[config.mk]
export PLATFORM = sky130hd
export DESIGN_NAME = pipe_addsub
export DESIGN_NICKNAME = d
export VERILOG_FILES = /design/src/rtl/pipe_addsub.sv
export SDC_FILE = /design/constraint.sdc
export NUM_CORES = 1
export LEC_CHECK = 0
export CAP_MARGIN = 20
export CORE_MARGIN = 2
export CORE_UTILIZATION = 39
export DETAILED_ROUTE_END_ITERATION = 8
export PLACE_DENSITY_LB_ADDON = 0.25
export SYNTH_ARGS = -nofsm -noshare
export SYNTH_HDL_FRONTEND = slang
export SYNTH_SLANG_ARGS = --single-unit
[constraint.sdc]
create_clock -name clk -period 2.65 [get_ports clk]
set_input_delay 0.53 -clock clk [delete_from_list [all_inputs] [get_ports clk]]
set_output_delay 0.53 -clock clk [all_outputs]
set_load 0.03 [all_outputs]
[src/rtl/pipe_addsub.sv]
// rtl/pipe_addsub.sv - pipelined add/sub with wrap or saturate modes, overflow flag and overflow counter
// Arithmetic happens in stage 1; later stages only delay result and ovf under a valid/ready handshake.
module pipe_addsub #(
  parameter int DATAWIDTH = 32,
  parameter int STAGES    = 2,
  parameter int SIGNED    = 0
) (
  input  logic                 clk,
  input  logic                 rst,
  input  logic                 in_valid,
  output logic                 in_ready,
  input  logic [DATAWIDTH-1:0] a,
  input  logic [DATAWIDTH-1:0] b,
  input  logic [1:0]           mode,
  output logic                 out_valid,
  input  logic                 out_ready,
  output logic [DATAWIDTH-1:0] result,
  output logic                 ovf,
  input  logic                 ovf_clr,
  output logic [15:0]          ovf_count
);

  localparam int W = DATAWIDTH;

  logic                      adv;
  logic [STAGES-1:0]         vld_q;
  logic [STAGES-1:0][W-1:0]  res_q;
  logic [STAGES-1:0]         ovf_q;
  logic [15:0]               cnt_q;

  logic [W:0]   ext_a;
  logic [W:0]   ext_b;
  logic [W:0]   sum;
  logic [W-1:0] sat_val;
  logic         ovf_c;
  logic [W-1:0] res_c;

  assign out_valid = vld_q[STAGES-1];
  assign result    = res_q[STAGES-1];
  assign ovf       = ovf_q[STAGES-1];
  assign ovf_count = cnt_q;
  assign adv       = out_ready | ~out_valid;
  assign in_ready  = adv;

  // One extra bit holds carry/borrow (unsigned) or the true sign (signed).
  always_comb begin
    ext_a   = {1'b0, a};
    ext_b   = {1'b0, b};
    sat_val = '0;
    ovf_c   = 1'b0;
    if (SIGNED != 0) begin
      ext_a = {a[W-1], a};
      ext_b = {b[W-1], b};
    end
    sum = mode[0] ? (ext_a - ext_b) : (ext_a + ext_b);
    if (SIGNED != 0) begin
      ovf_c   = sum[W] ^ sum[W-1];
      sat_val = sum[W] ? {1'b1, {(W-1){1'b0}}} : {1'b0, {(W-1){1'b1}}};
    end else begin
      ovf_c   = sum[W];
      sat_val = mode[0] ? '0 : '1;
    end
    res_c = (mode[1] && ovf_c) ? sat_val : sum[W-1:0];
  end

  always_ff @(posedge clk or negedge rst) begin
    if (!rst) begin
      vld_q <= '0;
      res_q <= '0;
      ovf_q <= '0;
    end else if (adv) begin
      vld_q[0] <= in_valid;
      if (in_valid) begin
        res_q[0] <= res_c;
        ovf_q[0] <= ovf_c;
      end
      for (int i = 1; i < STAGES; i++) begin
        vld_q[i] <= vld_q[i-1];
        res_q[i] <= res_q[i-1];
        ovf_q[i] <= ovf_q[i-1];
      end
    end
  end

  // Clear wins over a coincident increment; the count sticks at all ones.
  always_ff @(posedge clk or negedge rst) begin
    if (!rst) begin
      cnt_q <= '0;
    end else if (ovf_clr) begin
      cnt_q <= '0;
    end else if (out_valid && out_ready && ovf && (cnt_q != 16'hFFFF)) begin
      cnt_q <= cnt_q + 16'd1;
    end
  end

endmodule

==> impl_metrics.ini <==
[setup_path]
timing.rr.end = ovf_count[13]
worstRegToRegCells = 9
arrival_ps = 4610
crit_start = b[4]
crit_top_cell = buf_6
worstReg2RegStart = ovf_count[0]
critPathKind = primary input to register
slowest_stage = or4_4
critPathRequiredTime_ps = 2860
end_kind = register
worstSetupEndpoint = res_q[30]
crit_chain = buf_6, or4_4, nor3_4, nand2_2, or4_4, nor2_4, a21o_1, o21ai_2, xnor2_1, ha_1, a211oi_2, nor2_1, o41a_1, buf_4, a211oi_2, o211ai_1, nand4_2, buf_6, buf_6, nor3_4, mux2i_1, nand3_1
slowest_delay_ps = 550
cp-start-kind = primary input
reg2reg_setup_slack_ps = 530
cp_max_fo = 8

[yosys]
synth-edff-count = 0
syn_area_per_cell_um2 = 8.23
synth_common_cells = nand2_1 (151), dfrtp_1 (84), nor2_1 (71)
synth_nets = 872
ys_ff_latch = 84
synthFlopType = dfrtp_1
ys_seq_area_share_pct = 33.3
syn_area_um2 = 6310
synth.area.top_cells = dfrtp_1 (33%), nand2_1 (9.0%), ha_1 (6.7%)
synth_cells = 766
yosysWarnings = 0
async_flop_share_pct = 100
synth_cell_type_count = 60
post-synth-top-count-cell = nand2_1
netlist.area_leader.share_pct = 33.3
synth_top_cell_by_area = dfrtp_1

[sta]
grt_setup_unrepaired = yes
max-slew-margin-rel_pct = 59.9
hold_slack_ps = 162
timing.fmax_mhz = 227
fin_setup_tns_ps = -54630
fin_crit_ps = 4400
postLayoutSetupSlackWorst_ps = -1750
worst_pin_slew_ps = 601
hold_viol = 0
final.period_utilization_pct = 166
slew_viol_final = 0
clock_skew_ps = 6.73
finalSetupViolCount = 33

[placed_design]
gp_congestion = 0.897
io_buffer_count = 121
dp_hpwl_um = 13400

[grt]
grt_overflow_total = 0
grt_start_max_net_pins = 39
gr-usage-all-layers_pct = 19.1
grt_antenna_before_repair = 0
grt_pass1_wl_um = 27600
grt_pass1_vias = 5905

[cells_and_area]
nFillCells = 1423
multi_input_area_um2 = 4000
antennaDiodeCount = 0
drive_gt1_share_pct = 26.4
fin_nets = 1146
syn_to_final_growth_pct = 51.1
regArea_um2 = 2100

[routing]
drt_wl_total_um = 16300
detail-route-antenna-nets = 0
firstDrtPassIters = 4
vias = 6070
drc = 0
drtIter0Drc = 247
drt-vias-per-instance = 4.81
routedWlPerCell_um = 13.0

[power]
worst_ir_drop_vdd_uv = 396
leakage_uw = 0.00439
power_per_cell_area_nw_per_um2 = 620

[outcome]
violations = negative setup slack
status = finished with violations

[cts]
clk_latency_ps = 340
cts_buffer_depth = 2
htree_num_levels = 3
cts_root_buffer = clkbuf_16
cts_tree = built
clkSlewWorstSetupHoldPaths_ps = 60
cts.sinks = 84
cts_made_buffers = 9

[run]
drv_cap = 0

[floorplanning]
start_util_pct = 39.8
die_y_um = 131
core_area_um2 = 15800
die-area_um2 = 17200
io_pins = 122
die_w_um = 131
num_rows = 46

[min_path]
hold_class = primary input to async pin
==> logic make-up after synthesis <==
group           share of synthesized area (%)
xor+xnor                                 9.72
fa+ha+maj                                7.06
flops                                    33.3
buf+inv                                  6.47
mux                                     0.794
compound gates                           19.6
simple gates                             23.0
==> sequential cells by signal, summed over array words and instances, names as in the netlist <==
register	cells
res_q	32
ovf_q	2
result	32
ovf_count	16
vld_q	2
==> stage by stage <==
step	cells	instance area [um^2]	total power, uW	utilization (%)	setup WS (ps)
after floorplan	766	6360	3460	-	-1790
after global placement	1232	8910	4420	56.3	-2350
after detailed placement	1232	8910	4460	56.3	-2460
after CTS	1256	9420	5900	59.5	-1860
after global routing	1261	9530	6280	60.2	-2000
final	1261	9530	5900	60.2	-1750
==> final cells by class <==
| type | instances | area share, % |
|---|---|---|
| Tap cell | 216 | 2.84 |
| Inverter | 10 | 0.394 |
| Sequential cell | 84 | 22.1 |
| Clock inverter | 5 | 0.880 |
| Timing Repair Buffer | 324 | 29.3 |
| Multi-Input combinational cell | 611 | 42.0 |
| Clock buffer | 11 | 2.55 |
==> critical path, delay by kind of cell <==
| kind | cells | cell delay (ps) |
|---|---|---|
| compound gates | 6 | 1210 |
| xor+xnor | 1 | 120 |
| fa+ha+maj | 1 | 310 |
| buf+inv | 4 | 540 |
| mux | 1 | 160 |
| simple gates | 9 | 1730 |
==> timing repair <==
item,in CTS,in global routing
gates resized for setup,52,22
endpoints found under the hold margin,0,0
endpoints found under the setup margin,33,33
pin swaps,50,27
setup buffers,9,5
hold buffers,0,0
==> placed cells by master, fill, tap and decap left out, types with 14 or more instances in the layout <==
master             n
buf_4            195
nand2_1          146
clkdlybuf4s50_1  111
dfrtp_1           84
nor2_1            67
a21oi_1           44
xnor2_1           39
ha_1              34
xor2_1            30
o21ai_0           23
o21a_1            20
o211ai_1          16
nand3_1           14
==> metal layers <==
layer	GRT usage, %	share of wire, %	routed length (um)
met5	0	0	0
met4	5.37	1.2	189
met3	2.08	3.2	518
met2	31.7	46	7540
met1	26.5	50	8090
==> power breakdown <==
| part | switching, uW | internal [uW] |
|---|---|---|
| Clock | 500 | 854 |
| Sequential | 194 | 1610 |
| Combinational | 1410 | 1330 |
==> worst min path at each step <==
| stage | startpoint | end | slack, ps | cells past startpoint |
|---|---|---|---|---|
| after global routing | rst | ovf_count[4] | 190 | 1 |
| after CTS | rst | ovf_count[4] | 180 | 1 |
| after global placement | vld_q[0] | vld_q[1] | 440 | 1 |
| final | rst | ovf_count[4] | 160 | 1 |
| after detailed placement | result[0] | result[0] | 450 | 2 |
| after floorplan | rst | ovf_count[0] | 230 | 0 |
Note: power is estimated with default switching activity, not from simulation.
